**config.mk**
```make
export PLATFORM = sky130hd
export DESIGN_NAME = pc_branch_ctrl
export DESIGN_NICKNAME = d
export VERILOG_FILES = /design/src/rtl/core_pkg.sv /design/src/rtl/branch_resolve.sv /design/src/rtl/pc_branch_ctrl.sv
export SDC_FILE = /design/constraint.sdc
export NUM_CORES = 1
export LEC_CHECK = 0
export ABC_CLOCK_PERIOD_IN_PS = 3830
export BUFFER_PORTS_ARGS = -buffer_cell sky130_fd_sc_hd__buf_2
export CAP_MARGIN = 20
export CORE_AREA = 2 2 99 101
export CTS_CLUSTER_DIAMETER = 40
export CTS_CLUSTER_SIZE = 20
export DETAILED_ROUTE_END_ITERATION = 6
export DIE_AREA = 0 0 101 103
export PLACE_DENSITY = 0.71
export SLEW_MARGIN = 20
export SYNTH_ARGS = -nofsm -noshare
export SYNTH_HDL_FRONTEND = slang
export SYNTH_SLANG_ARGS = --single-unit
```
**constraint.sdc**
```tcl
create_clock -name clk -period 3.83 [get_ports clk]
set_clock_uncertainty 0.05 [all_clocks]
set_input_delay 0 -clock clk [delete_from_list [all_inputs] [get_ports clk]]
set_output_delay 0 -clock clk [all_outputs]
set_load 0.05 [all_outputs]
```
**src/rtl/core_pkg.sv**
```systemverilog
`default_nettype none
// +--------------------------------------------------------------------+
// | core_pkg: shared PC-controller state encoding and default constants |
// | Rev 1.0                                                            |
// +--------------------------------------------------------------------+
package core_pkg;

  typedef enum logic [1:0] {
    FETCH  = 2'd0,
    EXEC   = 2'd1,
    HALTED = 2'd2
  } pc_state_t;

  localparam logic [31:0] RESET_PC_DEFAULT    = 32'hBFC0_0000;
  localparam int          INSTR_BYTES_DEFAULT = 4;

endpackage
`default_nettype wire

```
**src/rtl/branch_resolve.sv**
```systemverilog
`default_nettype none
// +--------------------------------------------------------------------+
// | branch_resolve: combinational beq/bne decision and next-PC target   |
// | Rev 1.0                                                            |
// +--------------------------------------------------------------------+
module branch_resolve
  import core_pkg::*;
#(
  parameter int ADDR_WIDTH  = 32,
  parameter int INSTR_BYTES = INSTR_BYTES_DEFAULT
) (
  input  logic [ADDR_WIDTH-1:0] pc,
  input  logic                  branch_valid,
  input  logic                  branch_ne,
  input  logic [ADDR_WIDTH-1:0] branch_imm,
  input  logic                  EQ,
  output logic                  take,
  output logic [ADDR_WIDTH-1:0] target,
  output logic                  misaligned
);

  localparam logic [ADDR_WIDTH-1:0] c_step = ADDR_WIDTH'(INSTR_BYTES);

  // bne inverts the sense of the equality flag.
  assign take       = branch_valid & (EQ ^ branch_ne);
  assign target     = take ? (pc + branch_imm) : (pc + c_step);
  assign misaligned = |target[1:0];

endmodule
`default_nettype wire

```
**src/rtl/pc_branch_ctrl.sv**
```systemverilog
`default_nettype none
// +--------------------------------------------------------------------+
// | pc_branch_ctrl: PC sequencer, fetch handshake and branch resolution |
// | Optional macro BRANCH_STATS_EN adds saturating branch counters.     |
// | Rev 1.0                                                            |
// +--------------------------------------------------------------------+
module pc_branch_ctrl
  import core_pkg::*;
#(
  parameter int                    ADDR_WIDTH  = 32,
  parameter logic [ADDR_WIDTH-1:0] RESET_PC    = ADDR_WIDTH'(RESET_PC_DEFAULT),
  parameter int                    INSTR_BYTES = INSTR_BYTES_DEFAULT
) (
  input  logic                  clk,
  input  logic                  rst_n,
  output logic                  fetch_req,
  output logic [ADDR_WIDTH-1:0] fetch_addr,
  input  logic                  fetch_ack,
  input  logic                  branch_valid,
  input  logic                  branch_ne,
  input  logic [ADDR_WIDTH-1:0] branch_imm,
  input  logic                  halt,
  input  logic                  EQ,
  output logic                  ALUctrl,
  output logic [ADDR_WIDTH-1:0] pc,
  output logic                  retire,
  output logic                  taken,
  output logic                  trap
`ifdef BRANCH_STATS_EN
  ,
  output logic [15:0]           branch_cnt,
  output logic [15:0]           taken_cnt
`endif
);

  pc_state_t             r_state;
  pc_state_t             w_state_next;
  logic [ADDR_WIDTH-1:0] r_pc;
  logic                  r_retire;
  logic                  r_taken;
  logic                  r_trap;
  logic                  w_take;
  logic [ADDR_WIDTH-1:0] w_target;
  logic                  w_misaligned;

  branch_resolve #(
    .ADDR_WIDTH  (ADDR_WIDTH),
    .INSTR_BYTES (INSTR_BYTES)
  ) u_branch_resolve (
    .pc           (r_pc),
    .branch_valid (branch_valid),
    .branch_ne    (branch_ne),
    .branch_imm   (branch_imm),
    .EQ           (EQ),
    .take         (w_take),
    .target       (w_target),
    .misaligned   (w_misaligned)
  );

  always_ff @(posedge clk or negedge rst_n) begin
    if (!rst_n) r_state <= FETCH;
    else        r_state <= w_state_next;
  end

  always_comb begin
    w_state_next = r_state;
    case (r_state)
      FETCH:   if (fetch_ack) w_state_next = EXEC;
      EXEC:    w_state_next = (w_misaligned || halt) ? HALTED : FETCH;
      HALTED:  w_state_next = HALTED;
      default: w_state_next = FETCH;
    endcase
  end

  always_ff @(posedge clk or negedge rst_n) begin
    if (!rst_n) begin
      r_pc     <= RESET_PC;
      r_retire <= 1'b0;
      r_taken  <= 1'b0;
      r_trap   <= 1'b0;
    end else begin
      r_retire <= 1'b0;
      r_taken  <= 1'b0;
      if (r_state == EXEC) begin
        r_retire <= 1'b1;
        r_taken  <= w_take;
        // A misaligned target leaves the PC pointing at the faulting instruction.
        if (w_misaligned) r_trap <= 1'b1;
        else              r_pc   <= w_target;
      end
    end
  end

  // Gating with rst_n drops the request the instant reset asserts.
  assign fetch_req  = (r_state == FETCH) && rst_n;
  assign fetch_addr = r_pc;
  assign ALUctrl    = (r_state == EXEC) && branch_valid;
  assign pc         = r_pc;
  assign retire     = r_retire;
  assign taken      = r_taken;
  assign trap       = r_trap;

`ifdef BRANCH_STATS_EN
  logic [15:0] r_branch_cnt;
  logic [15:0] r_taken_cnt;

  always_ff @(posedge clk or negedge rst_n) begin
    if (!rst_n) begin
      r_branch_cnt <= 16'h0000;
      r_taken_cnt  <= 16'h0000;
    end else if (r_state == EXEC) begin
      if (branch_valid && (r_branch_cnt != 16'hFFFF)) r_branch_cnt <= r_branch_cnt + 16'd1;
      if (w_take && (r_taken_cnt != 16'hFFFF))        r_taken_cnt  <= r_taken_cnt + 16'd1;
    end
  end

  assign branch_cnt = r_branch_cnt;
  assign taken_cnt  = r_taken_cnt;
`else
  // Statistics counters are not built in this configuration.
`endif

endmodule
`default_nettype wire

```
== Word-level counts from Yosys, hierarchy flattened ==
Cells that the tools add are included.

* Flip-flop bits (word level): 37
* Input port bits: 39
* Output and inout port bits: 69
* Word-level logic and storage cells: 26

* $add $sub $neg: 2
* Equality and inequality tests: 3
* Muxes and demuxes: 6
* Bitwise operators: 3
* Reduce and logical (&&, ||, !) cells: 7

{| class="wikitable"
|+ Operator list
! operator !! number
|-
| adder 32 x 3 -> 32 bit, second input constant || 1
|-
| adder 32 bit || 1
|-
| two-way mux 32 bit || 1
|-
| one-hot mux 2 bit (3 select lines) || 1
|-
| two-way mux 2 bit || 2
|-
| AND reduction 2 bit || 2
|-
| equality test 2 x 1 -> 1 bit, second input constant || 1
|-
| equality test 2 bit, second input constant || 1
|-
| logical AND 1 bit || 2
|-
| zero test 2 bit || 1
|-
| two-way mux 1 bit || 2
|-
| inequality test 2 bit, second input constant || 1
|-
| OR reduction 2 bit || 1
|-
| bitwise AND 1 bit || 1
|-
| logical OR 1 bit || 1
|-
| inverter 1 bit || 1
|-
| bitwise XOR 1 bit || 1
|}

== Longest topological paths before layout ==
* Word-level depth: 7
* Gate-level depth with buffers: 11
* Mapped depth without buffers: 10

== Cells and area by module ==
From an unflattened synthesis, not the netlist that was laid out.

* Cell total of the unflattened synthesis: 521
* Area total of the unflattened synthesis: 4290.4 um^2

{| class="wikitable"
|+ By module, submodules not included
! module !! instances !! cells an instance !! area an instance (um^2) !! seq. area each (um^2)
|-
| branch_resolve || 1 || 407 || 2637.5 || 0.0
|-
| pc_branch_ctrl || 1 || 114 || 1652.8 || 937.1
|}

== Worst setup path before layout ==
OpenSTA, ideal clock, no wires.

* Kind: register to register
* Start point: register r_pc[0] (netlist: fetch_addr[0])
* End point: register r_pc[26] (netlist: fetch_addr[26])
* Library setup time: 0.082 ns
* Arrival: 2.858 ns
* Data required time: 3.698 ns
* Setup slack: 0.841 ns
* Cell stages (with the launch flop): 11
* Path buffers: 0
* Clock period less this slack: 2.989 ns
* Cell sequence: dfrtp_1 > ha_1 > fa_1 > a21o_1 > a221oi_2 > o211ai_1 > a211o_1 > a21boi_1 > o21ai_0 > xnor2_1 > o211ai_1

* Longest elaborated chain between the ends: 5
* Elaborated cells on any way between the ends: 6
* Those cells by class: add/sub (2); mux (1); bitwise (1); reduce/logical (2)

{| class="wikitable"
|+ RTL lines
! what !! RTL line !! source
|-
| from (decl) || pc_branch_ctrl.sv:38 || <nowiki>logic [ADDR_WIDTH-1:0] r_pc;</nowiki>
|-
| from (signal assigned) || pc_branch_ctrl.sv:89 || <nowiki>else r_pc <= w_target;</nowiki>
|-
| adder 32 x 3 -> 32 bit / adder 32 bit (equally long branches) || branch_resolve.sv:26 || <nowiki>assign target = take ? (pc + branch_imm) : (pc + c_step);</nowiki>
|-
| two-way mux 32 bit (*) || branch_resolve.sv:26 ||
|-
| OR reduction 2 bit || branch_resolve.sv:27 || <nowiki>assign misaligned = |target[1:0];</nowiki>
|-
| inverter 1 bit (no line) || -- ||
|-
| AND reduction 2 bit (no line) || -- ||
|}

Mark *: on every way between the ends. The rest lies on a longest branch, timed or not.
A chain may end at the register's enable or synchronous reset.

== Final worst setup path ==
Same ends and word-level chain as after synthesis.

==> summary.txt <==
GRT
  • M2 GR Usage: 0.367
  • First-pass GRT wire length: ~19000 µm
  • Initial antenna violation count: 0
  • Largest net degree at the start of global routing: 39
  • GRT busiest layer: met2
  • Vias in the first global route: a little under 4000
  • GR Util met3: 0.0264
  • GR Util met1: 0.314
  • GRT overflow: 0
  • GR Util All Layers: 0.228

Hold path
  • Hold path endpoint: fetch_addr[31]
  • Hold Crit Start: branch_imm[31]
  • Hold path depth: 3
  • Hold/Removal Path Class: primary input to register

STA
  • Fin Setup TNS: 0 ns
  • Final worst slack: approximately 0.7 ns
  • Final cycle utilization of the critical path: 0.813
  • Final Hold Viols: 0
  • Min cycle time layout: 3.11 ns
  • Final Hold Slack: about 0.027 ns
  • Final setup fails: 0
  • Slew headroom: 0.379
  • RSZ-0062 raised after global routing: false
  • Fmax: 321 MHz
  • Final Max Tran Viols: 0
  • Worst slew pin tran: 0.929 ns

Place
  • Final Wtd Congestion: 0.907
  • Pre-CTS setup slack: just under 0.8 ns
  • Placed Area: roughly 0.0045 mm²
  • Post-DP HPWL: 9210 µm
  • Port bufs: approximately 110

Routing
  • Antenna-violating nets left: 0
  • WL final: about 12000 µm
  • First DRT Iteration DRCs: around 290
  • Vias: 4363
  • DRC: 0
  • DR WL/cell: approximately 17 µm
  • 1st-pass router iterations: 5
  • Drt via density: between 6 and 7

Critical path
  • CP peak stage delay: roughly 0.44 ns
  • FF-to-FF setup slack: between 0.7 and 0.8 ns
  • Worst reg-to-reg path cell count: 10
  • Req. time, crit path: ~4 ns
  • Critical path class: register to register
  • WP data arrival: 3.27 ns
  • Reg2reg end: fetch_addr[26]
  • CP most frequent cell: o211ai_1
  • RR Startpoint: fetch_addr[0]
  • Critical path fanouts, max: 5
  • Critical-path cell list: ha_1 -> fa_1 -> a21o_1 -> a221oi_2 -> o211ai_1 -> a211o_1 -> a21boi_1 -> o21ai_0 -> xnor2_1 -> o211ai_1
  • Crit start category: register
  • CP max-delay cell: a211o_1
  • Setup crit end kind: register

Status
  • Outcome: complete, no violations

Die
  • Starting Density: 0.435
  • I/O Pins: roughly 110
  • Die Span Y: 103 µm
  • Placement row count: 36
  • Die ar.: roughly 0.010 mm²
  • Core footprint: roughly 0.0095 mm²
  • Die width: between 100 and 150 µm

Yosys
  • Ys flop type: dfrtp_1
  • Mapped Area: around 0.0041 mm²
  • Mapped Cells: approximately 540
  • Syn avg cell area: 7.69 µm²
  • Syn_nets: between 600 and 700
  • Post-synth EDFFs: 0
  • Async SR Flop Fraction: 1.00
  • Post-synth cell types: 66
  • FF+latch count, synth: 37
  • Sequential fraction of the synthesis area: 0.228
  • YS warnings: 0

Final layout
  • Layout cells sized above 1: 0.231
  • Commonest non-fill, non-tap cell in the layout: buf_2
  • Post-layout nets: 676
  • Core Util, Final: 0.490
  • Final Cell Area: ~0.0046 mm²
  • Most frequent cells in the layout: buf_2 (107), a21oi_1 (67), nand2_1 (49)
  • ANT cells: 0
  • Area Growth Syn to Fin: 12.7%

Clocking
  • Post-cts repair resize count: 0
  • Worst-path clk slew: approximately 0.080 ns
  • H-tree lvl count: 2
  • Root buf cell: clkbuf_8
  • Clk buf depth: 2
  • TritonCTS buffer count: 5
  • CTS tree: yes
  • Worst-Skew Late Latency: roughly 0.29 ns
  • TritonCTS Sinks: 37
  • Post-CTS setup buffers: 0

Power
  • PwrDens: between 900 and 1000 mW/mm²
  • Max VDD drop: 445 µV
  • Leakage: 2.04 nW

Job
  • Max-cap viol count: 0
what timing repair did:
action                                  CTS  global route
hold endpoints to repair                 31             0
hold buffers                              4             0
endpoints found under the setup margin    0             0
worst max path at each step:
stage | slack [ns] | start | end
2_1_floorplan | 0.84 | fetch_addr[0] | fetch_addr[26]
3_3_place_gp | 0.90 | fetch_addr[0] | fetch_addr[30]
3_5_place_dp | 0.79 | fetch_addr[0] | fetch_addr[30]
4_1_cts | 0.75 | fetch_addr[0] | fetch_addr[26]
5_1_grt | 0.52 | fetch_addr[0] | fetch_addr[26]
6_report | 0.72 | fetch_addr[0] | fetch_addr[26]
sequential cells by signal, indices dropped and copies added, names as in the netlist:
name	count
fetch_addr	32
retire	1
r_state	2
trap	1
taken	1
cell families (layout without fill, tap and decap cells):
kind of cell               Yosys count  after routing  share of synthesized area
AOI/OAI and AO/OA                  193            193                      0.303
xor gates and xnor gates            26             26                     0.0554
adders and majority gates           33             33                      0.102
buffers and inverters               63            133                     0.0882
DFF                                 37             37                      0.228
muxes                                1              1                    0.00243
and+or+nand+nor                    182            182                      0.221
per-layer routing:
layer | vias up | wire (µm)
met1 | 2070 | 5710
met3 | 29 | 619
met5 | - | 0
met4 | 0 | 331
li1 | 2109 | -
met2 | 155 | 5490
worst max-delay path, delay by kind of cell (launching register included):
kind	cells	cell delay, ns
flip-flops	1	0.42
AO/OA/AOI/OAI	7	1.74
XOR/XNOR	1	0.14
adder cells (fa/ha/maj)	2	0.67
synth_stat cells (all sizes together), types with 12 or more instances:
library cell / n / area share
a21oi: 67 / 0.082
buf: 36 / 0.063
clkbuf: 20 / 0.019
dfrtp: 28 / 0.17
ha: 32 / 0.097
nand2: 50 / 0.046
nand3: 29 / 0.035
nor2: 38 / 0.035
nor3: 13 / 0.016
o21ai: 44 / 0.054
xnor2: 14 / 0.030
xor2: 12 / 0.026
cell type report:
type | count | area (µm²)
inverter | 7 | 26.3
multi-input combinational | 435 | 2810
fill | 956 | 4820
clock buffer | 8 | 90.1
sequential | 37 | 937
timing repair buffer | 118 | 628
tap | 114 | 143
metrics by stage:
| stage | instances | total power [W] |
|---|---|---|
| finish | 719 | 0.00460 |
| global route | 719 | 0.00491 |
| CTS | 719 | 0.00459 |
| detailed placement | 707 | 0.00427 |
| global placement | 707 | 0.00424 |
| floorplan | 535 | 0.00367 |
power by group:
part           switching [W]  internal [W]  total, W  leakage (nW)
sequential          0.000304      0.000583  0.000887         0.424
clock               0.000145      0.000147  0.000292        0.0455
combinational        0.00241       0.00101   0.00342          1.57
No activity file was read; power rests on OpenSTA's default activity.
